`src/rtl/lea_enc_round.sv`:
```
// lea_enc_round: one LEA encryption round computed over three cycles with a
// single shared 32-bit adder (one lane per cycle), valid/ready on both sides.
//
// Ports:
//   clk       rising-edge clock
//   rst       synchronous active-high reset (aborts any round in flight)
//   in_valid  upstream offers x_in/rk_in
//   in_ready  high only in IDLE
//   x_in      state, X[i] = x_in[32i+31:32i]
//   rk_in     round key, RK[j] = rk_in[32j+31:32j]
//   out_valid high only in DONE
//   out_ready downstream accepts x_out
//   x_out     next state {Y3,Y2,Y1,Y0}
//   busy      high whenever not IDLE
module lea_enc_round (
    input  logic         clk,
    input  logic         rst,
    input  logic         in_valid,
    output logic         in_ready,
    input  logic [127:0] x_in,
    input  logic [191:0] rk_in,
    output logic         out_valid,
    input  logic         out_ready,
    output logic [127:0] x_out,
    output logic         busy
);

    typedef enum logic [1:0] {
        IDLE,
        CALC,
        DONE
    } state_e;

    state_e         state_q, state_d;
    logic [1:0]     lane_q;
    logic [127:0]   xcap_q;
    logic [191:0]   rkcap_q;
    logic [127:0]   xout_q;

    logic [31:0]    op_a, op_b, sum, lane_res;

    // Shared adder: operand pair and output rotation chosen by the lane counter.
    always_comb begin
        op_a     = '0;
        op_b     = '0;
        lane_res = '0;
        case (lane_q)
            2'd0: begin
                op_a = xcap_q[31:0]   ^ rkcap_q[31:0];
                op_b = xcap_q[63:32]  ^ rkcap_q[63:32];
            end
            2'd1: begin
                op_a = xcap_q[63:32]  ^ rkcap_q[95:64];
                op_b = xcap_q[95:64]  ^ rkcap_q[127:96];
            end
            default: begin
                op_a = xcap_q[95:64]  ^ rkcap_q[159:128];
                op_b = xcap_q[127:96] ^ rkcap_q[191:160];
            end
        endcase
        sum = op_a + op_b;
        case (lane_q)
            2'd0:    lane_res = {sum[22:0], sum[31:23]};   // ROL9
            2'd1:    lane_res = {sum[4:0],  sum[31:5]};    // ROR5
            default: lane_res = {sum[2:0],  sum[31:3]};    // ROR3
        endcase
    end

    // Next-state and handshake outputs.
    always_comb begin
        state_d   = state_q;
        in_ready  = 1'b0;
        out_valid = 1'b0;
        busy      = 1'b1;
        case (state_q)
            IDLE: begin
                in_ready = 1'b1;
                busy     = 1'b0;
                if (in_valid) state_d = CALC;
            end
            CALC: begin
                if (lane_q == 2'd2) state_d = DONE;
            end
            DONE: begin
                out_valid = 1'b1;
                if (out_ready) state_d = IDLE;
            end
            default: state_d = IDLE;
        endcase
    end

    always_ff @(posedge clk) begin
        if (rst) begin
            state_q <= IDLE;
            lane_q  <= '0;
            xcap_q  <= '0;
            rkcap_q <= '0;
            xout_q  <= '0;
        end else begin
            state_q <= state_d;
            case (state_q)
                IDLE: begin
                    if (in_valid) begin
                        xcap_q  <= x_in;
                        rkcap_q <= rk_in;
                        lane_q  <= '0;
                    end
                end
                CALC: begin
                    lane_q <= lane_q + 2'd1;
                    case (lane_q)
                        2'd0: xout_q[31:0]  <= lane_res;
                        2'd1: xout_q[63:32] <= lane_res;
                        default: begin
                            xout_q[95:64]  <= lane_res;
                            xout_q[127:96] <= xcap_q[31:0];
                        end
                    endcase
                end
                default: ;
            endcase
        end
    end

    assign x_out = xout_q;

endmodule
```
`config.mk`:
```
export PLATFORM = sky130hd
export DESIGN_NAME = lea_enc_round
export DESIGN_NICKNAME = d
export VERILOG_FILES = /design/src/rtl/lea_enc_round.sv
export SDC_FILE = /design/constraint.sdc
export NUM_CORES = 1
export LEC_CHECK = 0
export CAP_MARGIN = 20
export CORE_ASPECT_RATIO = 2
export CORE_MARGIN = 5
export CORE_UTILIZATION = 41
export CTS_CLUSTER_DIAMETER = 120
export CTS_CLUSTER_SIZE = 25
export DETAILED_ROUTE_END_ITERATION = 10
export GPL_TIMING_DRIVEN = 1
export PLACE_DENSITY = 0.7
export SLEW_MARGIN = 10
export SYNTH_ARGS = -nofsm -noshare
export SYNTH_HDL_FRONTEND = slang
export SYNTH_SLANG_ARGS = --single-unit
```
`constraint.sdc`:
```
create_clock -name clk -period 3.5 [get_ports clk]
set_input_delay 0.7 -clock clk [delete_from_list [all_inputs] [get_ports clk]]
set_output_delay 0.7 -clock clk [all_outputs]
set_load 0.01 [all_outputs]
```
==> run summary <==
TritonCTS Buffers - 22
DR iter-0 viols - 1277
Worst-path clk slew - 0.11 ns
Cell variety after synth - 62
routed len/inst - 19.9 um
final worst path period need - 3.43 ns
post-route ant nets - 0
vias in the first global route - 19.8k
DP Area - 26600 um^2
mapped cell area - 20400 um^2
met2 usage - 0.461
WS Path Type - flip-flop to flip-flop
Final WS setup - 0.0743 ns
hold crit path type - flip-flop to flip-flop
Die W - 168 um
fin crit share - 0.979
DRT Pass-1 Iters - 7
Top FF cell, synth - dfxtp_1
DR DRC count - 0
total grt overflow - 0
final setup vio count - 0
register bit total from synthesis - 452
Slew Limit Headroom - 0.193
Mapped Avg Cell Area - 7.78 um^2
unrepaired setup endpoints after global routing - true
nets@finish - 3467
initial antenna violation count - 3
die height - 326 um
drt total wl - 74600 um
Global Route met1 Usage - 0.300
Core Area - 49200 um^2
pwr dens - 467 nW/um^2
Site Rows - 115
WP data required - 3.95 ns
Final Hold Fails - 0
largest area contributor in the netlist - dfxtp_1
Yosys top cell area share - 0.443
status - completed
FILL cells - 4681
die area - 54600 um^2
Global Route met3 Usage - 0.0292
number of flops mapped to enable cells by yosys - 0
Worst setup EP type - flip-flop
hold_buf cts - 0
Design Area, Final - 27700 um^2
clock latency on the worst-skew pair - 0.58 ns
Total Neg Setup Slack - 0 ns
synthesized instance count - 2623
mean number of vias per cell - 5.32
Root Driver - clkbuf_16
Area growth syn-to-layout - 35.6%
Port Buffers - 454
VDD IR max - 0.406 mV
sequential area share after synthesis - 0.443
fraction of registers with async set/reset - 0
share of post-route cells with drive strength above 1 - 0.0997
syn nets - 2982
synth cell count leaders - nand2_1 (790), dfxtp_1 (452), a21oi_1 (434)
top post-synthesis cells by area - dfxtp_1 (44%), nand2_1 (15%), a21oi_1 (11%)
max-slew violation count - 0
DR vias - 20.0k
All-Layer GR Usage - 0.256
clock skew - 0.0327 ns
worst hold margin - 0.461 ns
Leakage - 10.7 nW
I/O pin total - 455
GR peak layer - met2
dpl hpwl - 58200 um
f_max - 0.292 GHz
gpl congestion - 0.939
Worst-Margin Slew - 1.20 ns
first-pass GRT wire length - 111000 um
DP Worst Slack - -0.0962 ns
CTS Sinks - 452
Synth warnings - 0
most numerous cell in the Yosys netlist - nand2_1
clk buf depth - 3
Max-Cap Viols - 0
largest net degree at the start of global routing - 129
startpoint types - flip-flop
Initial Utilization - 0.415
htree depth - 1
CP Max Fanout - 11
CTS tree - built
worst path arrival time - 3.88 ns
[final timing paths]
check	startpoint	to	slack (ns)	cells after the start
worst max-delay path	lane_q[1]	x_out[63]	0.07	18
worst min-delay path	x_out[101]	x_out[101]	0.46	2
worst max register to register	lane_q[1]	x_out[63]	0.07	18
worst min register to register	x_out[101]	x_out[101]	0.46	2
[where the power goes]
| group | internal [W] | switching [W] | total [W] |
|---|---|---|---|
| sequential | 0.00547 | 0.000250 | 0.00572 |
| combinational | 0.00195 | 0.00239 | 0.00434 |
| clock | 0.00119 | 0.00169 | 0.00289 |
[stage by stage]
| step | power, W | utilization | instances |
|---|---|---|---|
| 4_1_cts | 0.0128 | 0.553 | 3738 |
| 2_1_floorplan | 0.00778 | - | 2623 |
| 3_3_place_gp | 0.00983 | 0.540 | 3712 |
| 5_1_grt | 0.0135 | 0.563 | 3753 |
| 3_5_place_dp | 0.00990 | 0.540 | 3712 |
| 6_report | 0.0129 | 0.563 | 3754 |
[sequential cells by signal (all words and copies together), names as in the netlist]
signal and flops:
lane_q 2, rkcap_q 192, state_q 2, x_out 128, xcap_q 128
[what timing repair did]
action                                 in CTS  in global routing
setup endpoints to repair                  50                 77
gates resized for setup                     7                 83
endpoints found under the hold margin       0                  0
pin swaps                                   1                 47
setup buffers                               2                 13
cloned                                      0                  0
[cell usage in the layout (no fill, tap or decap), drive strengths merged, types with 6 or more instances in the layout]
cell	netlist	routed
nand2	790	790
a21oi	438	438
or3	6	6
a211oi	46	46
nand4	8	8
nor3b	10	10
nor3	31	31
xor2	144	144
clkdlybuf4s50	0	453
o21ai	108	108
dfxtp	452	452
a311oi	11	11
nand2b	9	9
nand3	16	16
buf	18	200
clkbuf	174	23
ha	34	34
nor2	84	84
a221oi	6	6
and2	8	8
nand3b	9	9
o211ai	9	9
a22oi	67	67
a21o	10	10
inv	12	12
xnor2	74	74
[routing by layer]
metal / up-vias / part of all wire / routed length, um
met2: 737 / 0.51 / 37700
met5: - / 0 / 0
met3: 154 / 0.058 / 4300
li1: 9766 / - / -
met1: 9316 / 0.38 / 28600
met4: 0 / 0.053 / 3990
[critical path: stages (launching register included)]
cell,delay (ns)
dfxtp_2,0.36
inv_4,0.08
ha_4,0.17
nor2_4,0.05
buf_12,0.14
buf_12,0.13
buf_12,0.12
a22oi_1,0.16
o21ai_0,0.12
ha_2,0.33
and3_4,0.20
and3_1,0.17
buf_4,0.13
a22o_1,0.23
nor2_2,0.17
o21ai_1,0.10
xnor2_1,0.31
buf_4,0.20
o221ai_1,0.12
[cell type report]
type | instances | area [um^2] | area share
Clock buffer | 23 | 576 | 0.0208
Clock inverter | 1 | 30.0 | 0.00108
Sequential cell | 452 | 9050 | 0.327
Antenna cell | 3 | 7.51 | 0.000271
Multi-Input combinational cell | 1967 | 10900 | 0.395
Inverter | 12 | 47.5 | 0.00172
Timing Repair Buffer | 653 | 6230 | 0.225
Tap cell | 643 | 805 | 0.0291
[cell families after synthesis]
kind of cell | after synthesis | synth area share
xor+xnor | 218 | 0.0935
simple gates | 985 | 0.194
buf+inv | 204 | 0.0387
compound gates | 725 | 0.206
flops | 452 | 0.443
fa+ha+maj | 35 | 0.0218
mux | 4 | 0.00239
(Power assumes the default switching activity.)
